--- src/rtl/cascade_prescaler.sv ---
// Clock-enable divider chain: a prescaler tick drives NUM_STAGES cascaded counters with
// programmable limits, up/down counting, one-shot halt and synchronous clear.
module cascade_prescaler #(
   parameter int PRE_W      = 26,
   parameter int PRE_LIMIT  = 5,
   parameter int NUM_STAGES = 2,
   parameter int STG_W      = 4,
   parameter int STG_LIMIT  = 3,
   localparam int SEL_W     = $clog2(NUM_STAGES+1)
) (
   input  logic                        clk,
   input  logic                        reset,
   input  logic                        en,
   input  logic                        clear,
   input  logic                        count_down,
   input  logic                        oneshot,
   input  logic                        cfg_we,
   input  logic [SEL_W-1:0]            cfg_sel,
   input  logic [PRE_W-1:0]            cfg_data,
   output logic                        pre_tick,
   output logic [NUM_STAGES*STG_W-1:0] cnt,
   output logic                        chain_tc,
   output logic                        done
);

   typedef enum logic {RUN, HALT} state_t;

   state_t                             state_q, state_d;
   logic [PRE_W-1:0]                   pre_cnt_q, pre_cnt_d;
   logic [PRE_W-1:0]                   pre_lim_q, pre_lim_d;
   logic [STG_W-1:0]                   lim_q [NUM_STAGES];
   logic [STG_W-1:0]                   lim_d [NUM_STAGES];
   logic [NUM_STAGES-1:0][STG_W-1:0]   cnt_q, cnt_d;
   logic [NUM_STAGES-1:0]              carry;
   logic [NUM_STAGES-1:0]              wr_stg;
   logic                               run, wr_pre;
   logic [PRE_W-1:0]                   pre_lim_eff;

   assign run         = (state_q == RUN);
   assign wr_pre      = cfg_we && !clear && (cfg_sel == '0);
   assign pre_lim_eff = (pre_lim_q == '0) ? PRE_W'(1) : pre_lim_q;
   assign pre_tick    = !reset && en && run && (pre_cnt_q >= pre_lim_eff - PRE_W'(1));
   assign chain_tc    = !reset && carry[NUM_STAGES-1];
   assign cnt         = cnt_q;
   assign done        = (state_q == HALT);

   always_comb begin
      for (int k = 0; k < NUM_STAGES; k++)
         wr_stg[k] = cfg_we && !clear && (cfg_sel == SEL_W'(k+1));
   end

   always_comb begin
      pre_cnt_d = pre_cnt_q;
      pre_lim_d = pre_lim_q;
      if (clear || wr_pre)   pre_cnt_d = '0;
      else if (pre_tick)     pre_cnt_d = '0;
      else if (en && run)    pre_cnt_d = pre_cnt_q + PRE_W'(1);
      if (wr_pre)            pre_lim_d = cfg_data;
   end

   // Ripple carry is combinational so every stage wraps on the same edge as its source.
   always_comb begin : p_stg
      logic stp;
      logic term;
      stp = pre_tick;
      for (int k = 0; k < NUM_STAGES; k++) begin
         cnt_d[k] = cnt_q[k];
         lim_d[k] = lim_q[k];
         term     = count_down ? (cnt_q[k] == '0) : (cnt_q[k] >= lim_q[k]);
         carry[k] = stp && term && !wr_stg[k];
         if (clear || wr_stg[k])  cnt_d[k] = '0;
         else if (stp) begin
            if (term)             cnt_d[k] = count_down ? lim_q[k] : '0;
            else                  cnt_d[k] = count_down ? cnt_q[k] - STG_W'(1)
                                                        : cnt_q[k] + STG_W'(1);
         end
         if (wr_stg[k])           lim_d[k] = cfg_data[STG_W-1:0];
         stp = carry[k];
      end
   end

   always_comb begin
      state_d = state_q;
      if (clear || cfg_we)                       state_d = RUN;
      else if (run && oneshot && carry[NUM_STAGES-1]) state_d = HALT;
   end

   always_ff @(posedge clk) begin
      if (reset) begin
         state_q   <= RUN;
         pre_cnt_q <= '0;
         pre_lim_q <= PRE_W'(PRE_LIMIT);
         cnt_q     <= '0;
         for (int k = 0; k < NUM_STAGES; k++) lim_q[k] <= STG_W'(STG_LIMIT);
      end else begin
         state_q   <= state_d;
         pre_cnt_q <= pre_cnt_d;
         pre_lim_q <= pre_lim_d;
         cnt_q     <= cnt_d;
         for (int k = 0; k < NUM_STAGES; k++) lim_q[k] <= lim_d[k];
      end
   end

endmodule

--- config.mk ---
export PLATFORM = sky130hd
export DESIGN_NAME = cascade_prescaler
export DESIGN_NICKNAME = d
export VERILOG_FILES = /design/src/rtl/cascade_prescaler.sv
export SDC_FILE = /design/constraint.sdc
export NUM_CORES = 1
export LEC_CHECK = 0
export BUFFER_PORTS_ARGS = -buffer_cell sky130_fd_sc_hd__buf_2
export CAP_MARGIN = 40
export CORE_MARGIN = 10
export CORE_UTILIZATION = 30
export CTS_BUF_LIST = sky130_fd_sc_hd__clkbuf_4 sky130_fd_sc_hd__clkbuf_8 sky130_fd_sc_hd__clkbuf_16
export DETAILED_ROUTE_END_ITERATION = 10
export GPL_ROUTABILITY_DRIVEN = 0
export PLACE_DENSITY = 0.5
export SLEW_MARGIN = 0
export SYNTH_ARGS = -nofsm -noshare
export SYNTH_HDL_FRONTEND = slang
export SYNTH_SLANG_ARGS = --single-unit
--- constraint.sdc ---
create_clock -name clk -period 6.4 [get_ports clk]
set_clock_uncertainty 0.1 [all_clocks]
set_input_delay 1.6 -clock clk [delete_from_list [all_inputs] [get_ports clk]]
set_output_delay 1.6 -clock clk [all_outputs]
set_load 0.02 [all_outputs]
==> results_dict.tcl <==
set metrics [dict create \
    result_of_the_run "finished, final reports clean" \
    postRouteWirelength_um 12210 \
    final_max_slew_viol_count 0 \
    crit_path_frequent_cell "nor2_1" \
    hold_path_end "pre_lim_q[23]" \
    drt-wirelength-per-cell_um 15.49 \
    timing.reg2reg.setup_slack_ns 1.38 \
    number_of_antenna_violations_at_the_first_check_in_global_routing 0 \
    synth_top_area_share 0.3002 \
    die-width_um 143.8 \
    max_freq_mhz 163.7 \
    post_synth.cell_area_avg_um2 8.395 \
    yosys_register_bits 69 \
    fin_ws_ns 0.2904 \
    power.share.combinational 0.111 \
    share_of_synthesized_area_occupied_by_flip_flops_and_latches 0.3002 \
    largest_cells_by_area_after_synthesis "dfxtp_1 30%, ha_1 11%, nand2_1 8.5%" \
    drt_drc_violations_left 0 \
    synthesis.nets 625 \
    synthesis.instances 548 \
    io_buffer_count 45 \
    final_antenna_net_count 0 \
    cts.reportedPaths.clkPinSlew_ns 0.05 \
    power.clock.fraction 0.444 \
    clock_sinks 69 \
    detailedRoute.firstPassIterationCount 4 \
    grt_remaining_overflow 0 \
    critical_path_peak_fanout 6 \
    worstSetupPathType "register to primary output" \
    seq_power_share 0.445 \
    sw_frac 0.2496 \
    timing_hold_violations_final 0 \
    detailedRoute.firstIterationViolations 261 \
    cell_internal_pwr_uw 747.9 \
    ys_dominant_reg_cell "dfxtp_1" \
    worstReg2RegEnd "pre_cnt_q[7]" \
    final_core_utilization 0.3545 \
    clock_insertion_delay_worst_skew_ns 0.34 \
    dp.final_hpwl_um 9353 \
    r2r.worst_path.cells 18 \
    worst_ir_drop_vdd_mv 0.1215 \
    hold-worst-slack_ns 0.3823 \
    net_switching_component_of_the_power_uw 248.8 \
    crit-reg2reg-launch "pre_lim_q[8]" \
    placed_cell_area_um2 4994 \
    grt_pass1_vias 3914 \
    critPathMaxStageDelay_ns 0.44 \
    die_area_um2 20690 \
    placementRows 45 \
    ys_warns 0 \
    setup_viol_count_final 0 \
    detail_route.vias_per_cell 5.081 \
    cts_root_buffer "clkbuf_16" \
    worst_setup_path_end_kind "primary output" \
    synthTopCellsByCount "104 x nand2_1, 69 x dfxtp_1, 41 x a21oi_1" \
    cp_cell_sequence "or3_4 > nor3_4 > nor3b_4 > nand3_1 > nor2_1 > nor2_1 > ha_2 > and4_2 > and3_2 > nor2b_1 > xnor2_1 > ha_1 > nand4_1 > nor4_2 > nand2b_1 > o22ai_4 > o21ai_2 > nor2_1 > buf_4" \
    post-route-period-util 0.9546 \
    power.density_nw_per_um2 186.3 \
    grt_use_total 0.1216 \
    hold_path.class "register to register" \
    maxSlewHeadroom 0.4964 \
    post-synth-top-area-cell "dfxtp_1" \
    core_area_um2 15090 \
    share_of_cells_above_drive_strength_1 0.1883 \
    cell_variety_after_synth 60 \
    yosys.cell_count.top_type "nand2_1" \
    cts-root-to-sink-buffers 2 \
    place_worst_setup_slack_ns 0.3909 \
    grt_max_degree 35 \
    maxCapViolCount 0 \
    timing.critical_path.arrival_ns 4.41 \
    hold_depth 2 \
    worst_setup_path_start_kind "register" \
    post_layout_total_power_uw 996.7 \
    hold_path.startpoint "pre_lim_q[23]" \
    die_height_um 143.8 \
    syn_to_final_growth_pct 16.26 \
    synth-edff-count 0 \
    power.leakage_uw 0.002096 \
    floorplan.initialDensity 0.3049 \
    syn-cell-area_um2 4601 \
    n_antenna_cell 0 \
    grt_first_pass_wirelength_um 19940 \
    design_area_um2 5349 \
    worstMarginPinSlew_ns 0.7492 \
    ctsHoldBuffers 0 \
    postSynth.asyncResetShare 0 \
    crit_path_top_delay_cell "or3_4" \
    htree_num_levels 3 \
    worst-endpoint-required_ns 4.70 \
    io_pins 46 \
    via_count 4004 \
    finish.net_count 675 \
    cts_tree "built" \
    finalWorstPathRequiredPeriod_ns 6.110 \
    cts_inserted_buffers 9 \
]
-- placed cells by master (no fill, tap or decap), drive strengths merged, types with 2 or more instances in the layout --
| cell | instances |
|---|---|
| buf | 55 |
| o31ai | 2 |
| nand3 | 21 |
| a41oi | 2 |
| a21oi | 41 |
| o2111ai | 3 |
| nand2 | 104 |
| or4 | 3 |
| xnor2 | 25 |
| o211ai | 5 |
| and3 | 9 |
| and2 | 4 |
| xor2 | 27 |
| or3 | 4 |
| nor3 | 19 |
| fa | 2 |
| nor4 | 4 |
| a21o | 3 |
| ha | 40 |
| a2111oi | 2 |
| dfxtp | 69 |
| o211a | 2 |
| nor2b | 5 |
| a221o | 2 |
| and4 | 4 |
| nand2b | 2 |
| clkbuf | 11 |
| mux2i | 3 |
| o21ai | 14 |
| inv | 18 |
| nor3b | 3 |
| a211oi | 4 |
| nand4 | 12 |
| a221oi | 2 |
| nor2 | 57 |
-- routing by layer --
layer / share of wire / track usage / vias to the layer above / wire [um]
met5: 0 / 0 / - / 0
met4: 0.013 / 0.03869 / 0 / 158
met3: 0.040 / 0.03003 / 12 / 493
met2: 0.46 / 0.1976 / 77 / 5612
met1: 0.49 / 0.1538 / 1879 / 5945
li1: - / - / 2036 / -
-- per-stage QoR --
stage          setup TNS [ns]  std cells
2_1_floorplan               0        548
4_1_cts                     0        783
5_1_grt              -0.04673        788
6_report                    0        788
3_5_place_dp                0        770
3_3_place_gp                0        768
-- area by class of cell --
type                       instances  area (um^2)
tap                              188        235.2
clock inverter                     2        12.51
sequential                        69         1381
multi-input combinational        445         3098
timing repair buffer              55        307.8
inverter                          18        67.56
fill                            1591         9741
clock buffer                      11        246.5
-- power by group through the flow --
| stage | Clock (uW) | Combinational (uW) | Sequential, uW |
|---|---|---|---|
| 6_report | 443 | 110 | 444 |
| 3_3_place_gp | 0 | 102 | 452 |
| 4_1_cts | 460 | 105 | 443 |
| 3_5_place_dp | 0 | 104 | 452 |
| 2_1_floorplan | 0 | 74.0 | 450 |
| 5_1_grt | 478 | 123 | 444 |
-- registers in the layout, indices dropped and copies added, names as in the netlist --
| register | count |
|---|---|
| pre_lim_q | 26 |
| cnt | 8 |
| pre_cnt_q | 26 |
| lim_q | 8 |
| done | 1 |
-- worst max-delay path by stage --
| stage | slack [ns] | cells past startpoint | end | start |
|---|---|---|---|---|
| 2_1_floorplan | 0.70 | 17 | chain_tc | pre_lim_q[15] |
| 3_3_place_gp | 0.54 | 19 | pre_tick | pre_lim_q[15] |
| 4_1_cts | 0.01 | 20 | pre_tick | pre_lim_q[8] |
| 5_1_grt | -0.04 | 19 | chain_tc | pre_lim_q[8] |
| 3_5_place_dp | 0.39 | 20 | pre_tick | pre_lim_q[8] |
| 6_report | 0.29 | 19 | chain_tc | pre_lim_q[8] |
-- cell families after synthesis --
| logic type | synth area share |
|---|---|
| simple gates | 0.2997 |
| compound gates | 0.1373 |
| flops | 0.3002 |
| xor+xnor | 0.09899 |
| fa+ha+maj | 0.1175 |
| buf+inv | 0.03971 |
| mux | 0.006527 |
-- what timing repair did --
action | CTS | global route
endpoints found under the setup margin | 0 | 2
setup buffers | 0 | 5
resized for setup | 0 | 13
-- critical path: cells and delay by family, from the launching register on --
kind,cells,cell delay (ns)
simple gates,13,2.52
buf+inv,1,0.16
fa+ha+maj,2,0.49
compound gates,2,0.42
flops,1,0.35
xor+xnor,1,0.13
No activity file was read; power rests on OpenSTA's default activity.
